===== config.mk =====
export PLATFORM = sky130hd
export DESIGN_NAME = cineraria_core_pout_flat
export DESIGN_NICKNAME = d
export VERILOG_FILES = /design/src/rtl/cineraria_core_pout_if.sv /design/src/rtl/cineraria_core_pout.sv /design/src/flat_wrapper.sv
export SDC_FILE = /design/constraint.sdc
export NUM_CORES = 1
export LEC_CHECK = 0
export CAP_MARGIN = 10
export CORE_AREA = 5 5 184 186
export CTS_CLUSTER_SIZE = 30
export DETAILED_ROUTE_END_ITERATION = 6
export DIE_AREA = 0 0 189 191
export GPL_TIMING_DRIVEN = 0
export MAX_ROUTING_LAYER = met4
export SLEW_MARGIN = 20
export SYNTH_ARGS = -nofsm -noshare
export SYNTH_HDL_FRONTEND = slang
export SYNTH_SLANG_ARGS = --single-unit

===== constraint.sdc =====
create_clock -name clk -period 3 [get_ports clk]
set_input_delay 0.9 -clock clk [delete_from_list [all_inputs] [get_ports clk]]
set_output_delay 0.9 -clock clk [all_outputs]
set_load 0.005 [all_outputs]

===== src/rtl/cineraria_core_pout_if.sv =====
// cineraria_core_pout_if: Avalon-MM slave bus bundle for the output port
interface cineraria_core_pout_if;
  logic [2:0]  address;
  logic        chipselect;
  logic        write_n;
  logic [31:0] writedata;
  logic [31:0] readdata;
  modport master(output address, chipselect, write_n, writedata, input readdata);
  modport slave(input address, chipselect, write_n, writedata, output readdata);
endinterface


===== src/rtl/cineraria_core_pout.sv =====
// cineraria_core_pout: Avalon-MM output port with set/clear, timed pulses and done irq
module cineraria_core_pout #(
  parameter int          WIDTH             = 8,
  parameter logic [31:0] RESET_VALUE       = 32'd0,
  parameter logic [15:0] PULSE_LEN_DEFAULT = 16'd1000
) (
  input  logic                 clk,
  input  logic                 reset_n,
  cineraria_core_pout_if.slave bus,
  output logic [WIDTH-1:0]     out_port,
  output logic                 irq
);
  logic             wr;
  logic             wr_data, wr_set, wr_clr, wr_pulse, wr_mask, wr_done, wr_len;
  logic [WIDTH-1:0] wd;
  logic [WIDTH-1:0] out_q, busy, done, irq_mask;
  logic [WIDTH-1:0] out_d, busy_d, done_d;
  logic [WIDTH-1:0] cancel, start;
  logic [15:0]      pulse_len, eff_len;
  logic [15:0]      cnt   [WIDTH];
  logic [15:0]      cnt_d [WIDTH];
  logic [31:0]      rd_d;
  logic             unused;

  assign unused   = ^bus.writedata;
  assign wr       = bus.chipselect & ~bus.write_n;
  assign wr_data  = wr & (bus.address == 3'd0);
  assign wr_set   = wr & (bus.address == 3'd1);
  assign wr_clr   = wr & (bus.address == 3'd2);
  assign wr_pulse = wr & (bus.address == 3'd3);
  assign wr_mask  = wr & (bus.address == 3'd4);
  assign wr_done  = wr & (bus.address == 3'd5);
  assign wr_len   = wr & (bus.address == 3'd6);
  assign wd       = bus.writedata[WIDTH-1:0];
  assign eff_len  = (pulse_len == 16'd0) ? 16'd1 : pulse_len;
  // Any direct data/set/clear on a bit overrides (and silently aborts) its pulse
  assign cancel   = {WIDTH{wr_data}} | ({WIDTH{wr_set | wr_clr}} & wd);
  assign start    = {WIDTH{wr_pulse}} & wd;
  assign out_port = out_q;
  assign irq      = |(done & irq_mask);

  // Per-bit next state: cancel beats start beats expiry beats countdown
  always_comb begin
    out_d  = out_q;
    busy_d = busy;
    done_d = wr_done ? '0 : done;
    for (int k = 0; k < WIDTH; k++) begin
      cnt_d[k] = cnt[k];
      if (cancel[k]) begin
        out_d[k]  = wr_data ? wd[k] : wr_set;
        busy_d[k] = 1'b0;
        cnt_d[k]  = 16'd0;
      end else if (start[k]) begin
        out_d[k]  = 1'b1;
        busy_d[k] = 1'b1;
        cnt_d[k]  = eff_len;
      end else if (busy[k] && cnt[k] == 16'd1) begin
        out_d[k]  = 1'b0;
        busy_d[k] = 1'b0;
        cnt_d[k]  = 16'd0;
        done_d[k] = 1'b1;
      end else if (busy[k]) begin
        cnt_d[k]  = cnt[k] - 16'd1;
      end
    end
  end

  // Read mux, registered below for one-cycle latency
  always_comb begin
    case (bus.address)
      3'd0:    rd_d = 32'(out_q);
      3'd3:    rd_d = 32'(busy);
      3'd4:    rd_d = 32'(irq_mask);
      3'd5:    rd_d = 32'(done);
      3'd6:    rd_d = {16'd0, pulse_len};
      default: rd_d = 32'd0;
    endcase
  end

  // State and read data registers
  always_ff @(posedge clk) begin
    if (!reset_n) begin
      out_q        <= RESET_VALUE[WIDTH-1:0];
      busy         <= '0;
      done         <= '0;
      irq_mask     <= '0;
      pulse_len    <= PULSE_LEN_DEFAULT;
      bus.readdata <= 32'd0;
      for (int k = 0; k < WIDTH; k++) cnt[k] <= 16'd0;
    end else begin
      out_q        <= out_d;
      busy         <= busy_d;
      done         <= done_d;
      bus.readdata <= rd_d;
      if (wr_mask) irq_mask <= wd;
      if (wr_len) pulse_len <= bus.writedata[15:0];
      for (int k = 0; k < WIDTH; k++) cnt[k] <= cnt_d[k];
    end
  end
endmodule


===== src/flat_wrapper.sv =====
// flat-port wrapper written by rule: the top's interface ports become plain ports
module cineraria_core_pout_flat 
#(
  parameter int          WIDTH             = 8,
  parameter logic [31:0] RESET_VALUE       = 32'd0,
  parameter logic [15:0] PULSE_LEN_DEFAULT = 16'd1000
)
  (clk, reset_n, out_port, irq, bus_address, bus_chipselect, bus_write_n, bus_writedata, bus_readdata);
  cineraria_core_pout_if bus_i ();
  input  logic clk;
  input  logic reset_n;
  output logic [WIDTH-1:0] out_port;
  output logic irq;
  input wire logic [$bits(bus_i.address)-1:0] bus_address;
  input wire logic [$bits(bus_i.chipselect)-1:0] bus_chipselect;
  input wire logic [$bits(bus_i.write_n)-1:0] bus_write_n;
  input wire logic [$bits(bus_i.writedata)-1:0] bus_writedata;
  output wire logic [$bits(bus_i.readdata)-1:0] bus_readdata;
  assign bus_i.address = bus_address;
  assign bus_i.chipselect = bus_chipselect;
  assign bus_i.write_n = bus_write_n;
  assign bus_i.writedata = bus_writedata;
  assign bus_readdata = bus_i.readdata;
  cineraria_core_pout #(.WIDTH(WIDTH), .RESET_VALUE(RESET_VALUE), .PULSE_LEN_DEFAULT(PULSE_LEN_DEFAULT)) u_core (.clk(clk), .reset_n(reset_n), .bus(bus_i), .out_port(out_port), .irq(irq));
endmodule

==> out/metrics.csv <==
stage,metric,value,unit
routing,dr_wl_met2,16.20,mm
yosys,synth_xor_xnor_area_share,7.342,%
worst_setup_path,crit_top_cell,clkbuf_1,
worst_setup_path,worstReg2RegEnd,u_core.out_port[2]$_SDFFE_PN0P_,
finish,drive_gt1_share,8.251,%
yosys,synth_top_family_by_area,simple AND/OR/NAND/NOR gates,
placed_design,preCtsSetupSlack,-1002,ps
die,io_pins,80,
sta,fmax,327.6,MHz
yosys,synth.area.top_cells,"dfxtp_1, xnor2_1, nand2_1",
worst_setup_path,worst_setup_path_end_kind,register,
routing,via_per_inst,5.764,
routing,drt-wirelength-per-cell,19.51,um
yosys,synthMuxAreaShare,0.9323,%
sta,finalSetupViolations,2,
routing,drc_errors,0,
run_status,violations,setup timing,
yosys,synth_edf_count,0,
worst_setup_path,critPathMaxFanout,10,
yosys,seq_area_frac_synth,35.80,%
worst_setup_path,critPathKind,input pin to register,
routing,vias,10525,
finish,area.growth.synth_to_final,16.05,%
yosys,synth_area_per_cell,8.109,um2
yosys,netlist_area,10740,um2
die,die_area,36100,um2
sta,rsz0062_at_grt,true,
placed_design,placed_cells,1793,
worst_setup_path,timing.rr.start,u_core.cnt[0][32]$_SDFFE_PP0P_,
cts,h-tree-depth,4,
yosys,ys_types,72,
pwr,p_leak,4.440,nW
pwr,powerDensity,472.1,nW/um2
yosys,synth_most_common_cell,dfxtp_1,
sta,finalWorstSetupSlack,-52.07,ps
routing,first_iter_violations,1026,
cts,numCtsBuffers,17,
die,initial_utilization,33.42,%
yosys,yosysTopAreaCellShare,35.80,%
run_status,status,"finished, violations left",
cts,clkSlewWorstSetupHoldPaths,70,ps
global_routing,antenna_found_initial,1,
global_routing,grt_util_all_layers,19.72,%
worst_setup_path,worst_setup_path_start_kind,input pin,
finish,layout.nets,1460,
finish,fin_cells,1826,
routing,detail-route-antenna-nets,0,
pwr,vdd_drop_max,345.8,uV
global_routing,grt_pass1_wl,55.36,mm
worst_setup_path,endpoint,u_core.bus.readdata[7]$_SDFF_PN0_,
global_routing,gr-total-overflow,0,
worst_setup_path,rrSetupSlack,770,ps
worst_setup_path,path_cells,clkdlybuf4s50_1 -> buf_2 -> nor2_1 -> clkbuf_1 -> clkbuf_1 -> a221oi_1 -> a211oi_1,
finish,fillCellCount,3270,
yosys,ys_warn_count,0,
yosys,async_reset_ff_share,0,%
routing,route.met3.wl,1.931,mm
global_routing,grt_start_max_net_pins,18,
cts,cts.sinks,192,
hold_path,hold_path_depth,2,
worst_setup_path,crit_path_start,bus_address[1],
placed_design,detailed_place_hpwl,23.73,mm
hold_path,min_path_type,register to register,
sta,period_needed,3052,ps
cts,cts_root_buf,clkbuf_16,
routing,wl_met1,16.25,mm
yosys,yosys.area.top_type,dfxtp_1,
worst_setup_path,crit_slowest_cell,a211oi_1,
die,rows,66,
sta,tightest_slew,1152,ps
cts,clk_path_buf_depth,2,
pwr,power,5.882,mW
die,chipWidth,189,um
sta,final-hold-violation-count,0,
die,die_h,191,um
cts,cts_tree,yes,
placed_design,gpl.final_weighted_congestion,0.9132,
yosys,yosys.area_share.simple,28.85,%
yosys,synth_cells,1324,
worst_setup_path,r2r_cells,6,
sta,fin_tns_setup,-56.58,ps
yosys,synth_common_cells,"dfxtp_1, nand2_1, nor2_1",
sta,relSlewSlack,23.23,%
sta,finalMaxSlewViolations,0,
sta,skew,13.80,ps
worst_setup_path,worstPathArrival,3340,ps
routing,first_pass_iters,5,
routing,topRoutingLayerUsed,met4,
yosys,synthAdderAreaFrac,1.865,%
sta,fin_crit_sh,101.7,%
worst_setup_path,critical_path.max_stage_delay,540,ps
cts,clock_latency,450,ps
cts,postCtsHoldBufs,0,
yosys,synth_compound_area_share,19.32,%
flow_run,maxCapViolCount,0,
global_routing,first_global_vias,9808,
yosys,ys_ff_latch,192,
routing,wl,35.62,mm
placed_design,io_buffers,46,
die,design.core.area,32120,um2
worst_setup_path,required,3290,ps
yosys,ys.flop_type,dfxtp_1,
finish,diodes,0,
logic make-up after synthesis:
family / count (synthesis)
flip-flops: 192
multiplexers: 10
XOR/XNOR: 90
AND/OR/NAND/NOR: 576
AO/OA/AOI/OAI: 302
buffers and inverters: 137
adder cells (fa/ha/maj): 16
other: 1
area by class of cell:
cell class,count,area (um2),share of cell area [%]
flip-flops and latches,192,3844,30.85
well taps,408,510.5,4.097
multi-input cells,1010,6380,51.21
repair buffers,47,470.5,3.776
plain buffers,109,533.0,4.278
inverters,28,105.1,0.8435
clock inverters,14,177.7,1.426
clock buffers,18,439.2,3.525
metal layers:
layer	vias up	track usage, %
met5	-	-
met2	374	30.61
met3	75	3.104
met4	0	7.539
li1	4992	-
met1	5084	25.98
how the worst min path moves through the flow:
| stage | from | to | slack, ps |
|---|---|---|---|
| finish | u_core.irq_mask[0]$_SDFFE_PN0P_ | u_core.irq_mask[0]$_SDFFE_PN0P_ | 470 |
| global route | u_core.irq_mask[0]$_SDFFE_PN0P_ | u_core.irq_mask[0]$_SDFFE_PN0P_ | 500 |
| CTS | u_core.irq_mask[0]$_SDFFE_PN0P_ | u_core.irq_mask[0]$_SDFFE_PN0P_ | 470 |
| detailed placement | u_core.irq_mask[0]$_SDFFE_PN0P_ | u_core.irq_mask[0]$_SDFFE_PN0P_ | 460 |
| global placement | u_core.irq_mask[0]$_SDFFE_PN0P_ | u_core.irq_mask[0]$_SDFFE_PN0P_ | 460 |
| floorplan | u_core.done[6]$_SDFF_PN0_ | u_core.done[6]$_SDFF_PN0_ | 450 |
stage by stage:
step | hold slack (ps) | area (um2) | util (%)
2_1_floorplan | 447.8 | 10790 | -
3_3_place_gp | 457.9 | 11760 | 36.62
3_5_place_dp | 462.5 | 11780 | 36.66
4_1_cts | 471.9 | 12410 | 38.63
5_1_grt | 498.1 | 12460 | 38.79
6_report | 471.4 | 12460 | 38.79
sequential cells by signal, summed over array words and instances (netlist names):
name                 flops
u_core.cnt             128
u_core.bus.readdata     16
u_core.pulse_len        16
u_core.busy              8
u_core.done              8
u_core.irq_mask          8
u_core.out_port          8
placed cells by master, fill, tap and decap left out, types with 28 or more instances in the layout:
master | Yosys | routed
dfxtp_1 | 192 | 192
nand2_1 | 137 | 137
nor2_1 | 111 | 110
a21oi_1 | 84 | 84
xnor2_1 | 65 | 65
nand3_1 | 64 | 64
clkbuf_1 | 62 | 55
a221oi_1 | 48 | 48
nor3b_1 | 48 | 47
clkdlybuf4s50_1 | 0 | 45
nor3_1 | 36 | 36
nor4_1 | 33 | 30
o21ai_0 | 32 | 30
a31oi_1 | 28 | 28
worst max-delay path, delay by kind of cell:
family / cells / cell delay, ps
compound gates: 2 / 710
simple gates: 1 / 130
buf+inv: 4 / 1600
what timing repair did:
| action | CTS | global route |
|---|---|---|
| pin swaps | 0 | 1 |
| endpoints found under the setup margin | 91 | 104 |
| gates resized for setup | 4 | 18 |
| buffers inserted | 0 | 1 |
report_power, final:
group	switching [mW]	internal (mW)	total, mW	leakage (nW)
clock	1.10	1.35	2.44	0.302
sequential	0.0537	2.60	2.65	1.55
combinational	0.459	0.328	0.787	2.59
(Power assumes the default switching activity.)
